$ cat config.mk
export PLATFORM = sky130hd
export DESIGN_NAME = inst_fetch
export DESIGN_NICKNAME = d
export VERILOG_FILES = /design/src/rtl/fetch_pkg.sv /design/src/rtl/inst_fetch_pc_reg.sv /design/src/rtl/inst_fetch.sv
export SDC_FILE = /design/constraint.sdc
export NUM_CORES = 1
export LEC_CHECK = 0
export ABC_AREA = 1
export BUFFER_PORTS_ARGS = -buffer_cell sky130_fd_sc_hd__buf_4
export CAP_MARGIN = 40
export CORE_UTILIZATION = 47
export DETAILED_ROUTE_END_ITERATION = 12
export PLACE_DENSITY = 0.81
export REMOVE_ABC_BUFFERS = 1
export SYNTH_ARGS = -nofsm -noshare
export SYNTH_HDL_FRONTEND = slang
export SYNTH_SLANG_ARGS = --single-unit
$ cat constraint.sdc
create_clock -name clk -period 1.4 [get_ports clk]
set_input_delay 0.28 -clock clk [delete_from_list [all_inputs] [get_ports clk]]
set_output_delay 0.28 -clock clk [all_outputs]
set_load 0.02 [all_outputs]
$ cat src/rtl/fetch_pkg.sv
// Shared fetch-path definitions: default bus widths and the fetch FSM state encoding.
package fetch_pkg;

  localparam int ADDR_W_DEF = 8;
  localparam int DATA_W_DEF = 16;

  typedef enum logic [1:0] {
    S_REQ     = 2'b00,
    S_WAIT    = 2'b01,
    S_HOLD    = 2'b10,
    S_DISCARD = 2'b11
  } fetch_state_e;

endpackage

$ cat src/rtl/inst_fetch_pc_reg.sv
// Program counter register: async active-low reset to a supplied value, redirect load, wrapping increment.
module pc_reg #(
  parameter int ADDR_W = fetch_pkg::ADDR_W_DEF
) (
  input  logic              clk,
  input  logic              reset,
  input  logic [ADDR_W-1:0] rst_val,
  input  logic              load,
  input  logic              inc,
  input  logic [ADDR_W-1:0] target,
  output logic [ADDR_W-1:0] pc
);

  // Load outranks increment; the add wraps naturally at ADDR_W bits.
  always_ff @(posedge clk or negedge reset) begin
    if (!reset) begin
      pc <= rst_val;
    end else if (load) begin
      pc <= target;
    end else if (inc) begin
      pc <= pc + 1'b1;
    end
  end

endmodule

$ cat src/rtl/inst_fetch.sv
// Instruction fetch stage: owns the PC, runs the memory req/gnt/rvalid handshake and presents
// the fetched word to the decoder with valid/ready; redirects flush any stale in-flight fetch.
module inst_fetch
  import fetch_pkg::*;
#(
  parameter int                 ADDR_W   = ADDR_W_DEF,
  parameter int                 DATA_W   = DATA_W_DEF,
  parameter logic [ADDR_W-1:0]  RESET_PC = '0
) (
  input  logic              clk,
  input  logic              reset,
  output logic              mem_req,
  output logic [ADDR_W-1:0] mem_addr,
  input  logic              mem_gnt,
  input  logic              mem_rvalid,
  input  logic [DATA_W-1:0] mem_rdata,
  output logic [DATA_W-1:0] instr_out,
  output logic              instr_valid,
  input  logic              instr_ready,
  output logic [ADDR_W-1:0] instr_pc,
  input  logic              redirect,
  input  logic [ADDR_W-1:0] redirect_pc,
  output logic [1:0]        state_out
);

  fetch_state_e      state, state_nxt;
  logic [ADDR_W-1:0] pc;
  logic              pc_inc;
  logic              capture;

  pc_reg #(.ADDR_W(ADDR_W)) u_pc_reg (
    .clk     (clk),
    .reset   (reset),
    .rst_val (RESET_PC),
    .load    (redirect),
    .inc     (pc_inc),
    .target  (redirect_pc),
    .pc      (pc)
  );

  always_ff @(posedge clk or negedge reset) begin
    if (!reset) begin
      state <= S_REQ;
    end else begin
      state <= state_nxt;
    end
  end

  // Redirect wins everywhere; an accepted-but-unanswered request must drain through DISCARD.
  always_comb begin
    state_nxt = state;
    pc_inc    = 1'b0;
    capture   = 1'b0;
    case (state)
      S_REQ: begin
        if (redirect) begin
          state_nxt = mem_gnt ? S_DISCARD : S_REQ;
        end else if (mem_gnt) begin
          state_nxt = S_WAIT;
        end
      end
      S_WAIT: begin
        if (redirect) begin
          state_nxt = mem_rvalid ? S_REQ : S_DISCARD;
        end else if (mem_rvalid) begin
          capture   = 1'b1;
          pc_inc    = 1'b1;
          state_nxt = S_HOLD;
        end
      end
      S_HOLD: begin
        if (redirect || instr_ready) begin
          state_nxt = S_REQ;
        end
      end
      S_DISCARD: begin
        if (mem_rvalid) begin
          state_nxt = S_REQ;
        end
      end
      default: state_nxt = S_REQ;
    endcase
  end

  always_ff @(posedge clk or negedge reset) begin
    if (!reset) begin
      instr_out <= '0;
      instr_pc  <= '0;
    end else if (capture) begin
      instr_out <= mem_rdata;
      instr_pc  <= pc;
    end
  end

  assign mem_req     = (state == S_REQ);
  assign mem_addr    = pc;
  assign instr_valid = (state == S_HOLD);
  assign state_out   = state;

endmodule

==> reports/results.tsv <==
metric	value	unit
status	completed	
layout cell share with drive strength beyond 1	0.320	
# nets final	305	
clk_skew	0.00387	ns
crit path kind	reg2out	
r2r startpoint	state_out[0]	
Die H	60.2	um
min Tclk post-route	1.39	ns
fin crit share	0.995	
gpl congestion	0.838	
slack of the worst reg-to-reg path	0.09	ns
CP startpoint	state_out[1]	
Largest register FFs	16	
Vias	1570	
CP Data Arrival Time	1.11	ns
Worst slew margin	0.727	
largest net degree at the start of global routing	35	
Setup violations, final	0	
DRT Pass-1 Iters	4	
Final Hold Fails	0	
CP max FO	5	
Post-Place Cell Area	2100	um^2
initial antenna violation count	0	
post-route ant nets	0	
flops & latches, synth	34	
clock edge transition at the registers on the reported setup and hold paths	0.11	ns
Layout Utilization	0.725	
critical path endpoint	instr_valid	
Worst Setup Start Kind	flip-flop	
DP Wirelength	2.62	mm
vias in the first global route	1389	
fillers	257	
Yosys cell types	20	
Final Cell Area	2270	um^2
Peak VDD IR	1110	uV
Pleak	1.25	nW
register area	853	um^2
Mapped Avg Cell Area	7.85	um^2
HP Class	in2reg	
H-tree levels	2	
IO Port Bufs	65	
max-cap viol count	0	
Syn. warnings	0	
CTS Sinks	34	
clk buf depth	2	
Starting Density	0.510	
Die Width	60.2	um
post-synthesis xor/xnor area fraction	0.00549	
Vias/cell	4.92	
Synth Area in Simple Gates	0.318	
sequential area share after synthesis	0.534	
post-synthesis mux area share	0	
synthesized-area fraction occupied by adder cells	0.00785	
f_max	718	MHz
Multi-input gate area	641	um^2
Final Slew Violations	0	
Iter 0 DRT Violations	88	
worst skew pair latency	0.34	ns
Std-Cell Rows	20	
grt ovf	0	
pre-CTS WS	0.0404	ns
area grow syn2layout	42.3	%
complex-gate fraction of the synthesized area	0.0612	
DR WL/cell	12.3	um
Worst Hold Slack	0.118	ns
IO Count	66	
# diodes	0	
Power Density	2130	nW/um^2
gr usage total	0.233	
Mapped Area	1590	um^2
setup TNS	0	ns
Core Area	3130	um^2
Root Driver	clkbuf_4	
Worst Tran Pin Value	0.409	ns
DR DRC count	0	
RSZ-0062 raised after global routing	yes	
Worst setup EP type	output pin	
largest family of logic cells by synthesized area	simple AND/OR/NAND/NOR gates	
Num CTS Buffers	5	
reg2reg end	u_pc_reg.pc[0]	
clock tree from TritonCTS	built	
final setup slack of the worst path	0.00653	ns
Routed WL	3.91	mm
R2R depth	7	
Worst Path Required	1.12	ns
Die ar.	3630	um^2
Cells after Synth	203	
first-pass GRT wire length	6.11	mm
## how the worst min path moves through the flow
stage                             start            end  slack (ns)  cells after the start
after floorplan                   reset   instr_out[0]       -0.02                      0
after global placement            reset    instr_pc[6]        0.25                      1
after detailed placement          reset    instr_pc[6]        0.25                      1
after CTS                  mem_rdata[1]   instr_out[1]        0.11                      3
after global routing      mem_rdata[11]  instr_out[11]        0.10                      3
final                      mem_rdata[1]   instr_out[1]        0.12                      3
## power breakdown
group / total, mW / switching [mW] / internal, mW
Combinational: 2.20 / 1.24 / 0.962
Clock: 0.913 / 0.355 / 0.558
Sequential: 1.72 / 0.335 / 1.38
## per-stage QoR
stage          std cells  total power [mW]
2_1_floorplan        197              2.82
3_3_place_gp         307              3.71
3_5_place_dp         307              3.76
4_1_cts              318              4.80
5_1_grt              319              5.15
6_report             319              4.83
## synth_stat cells (all sizes together)
cell / count / area, um^2
buf: 6 / 45.0
o21ai: 15 / 75.1
clkinv: 1 / 5.00
nand2: 90 / 340
or2: 1 / 6.26
nor2: 17 / 78.8
o21a: 1 / 7.51
o211ai: 2 / 15.0
ha: 1 / 12.5
inv: 18 / 67.6
nand3: 15 / 75.1
dfrtp: 34 / 851
xor2: 1 / 8.76
nand4: 1 / 6.26
## critical path, stage by stage (launching register included)
cell and delay (ns):
dfrtp_2 0.48, inv_2 0.07, nor2_4 0.10, buf_6 0.12
## cell families after synthesis
logic type / count (synthesis)
AND/OR/NAND/NOR: 124
AO/OA/AOI/OAI: 18
flip-flops: 34
XOR/XNOR: 1
buffers and inverters: 25
adder cells (fa/ha/maj): 1
## layer usage
layer	vias to the layer above	track usage	routed length, um
met1	707	0.292	1660
met3	18	0.0758	260
met2	77	0.369	1860
met4	0	0.0963	129
li1	768	-	-
met5	-	0	0
## cell type report
type,count,share of cell area
Clock buffer,5,0.0165
Clock inverter,3,0.0303
Inverter,19,0.0325
Multi-Input combinational cell,144,0.282
Sequential cell,34,0.376
Tap cell,44,0.0243
Timing Repair Buffer,70,0.238
## placed cells by master (no fill, tap or decap), types with 2 or more instances in the layout
cell       synthesis  layout
o21ai_1            3       3
inv_1             17      16
nor2_1            15      13
nand3_1           15      15
bufinv_16          0       2
clkbuf_4           0       5
nor2_4             2       4
o211ai_1           2       2
inv_2              1       2
buf_6              2       3
dfrtp_1           34      32
dfrtp_2            0       2
o21ai_0           12      12
buf_4              1      66
nand2_1           89      89
## timing repair
item / 4_1_cts / 5_1_grt
setup endpoints to repair: 2 / 7
pin swaps: 2 / 2
resized for setup: 8 / 3
hold buffers: 1 / 0
setup buffers: 2 / 1
hold endpoints to repair: 34 / 0
No activity file was read; power rests on OpenSTA's default activity.
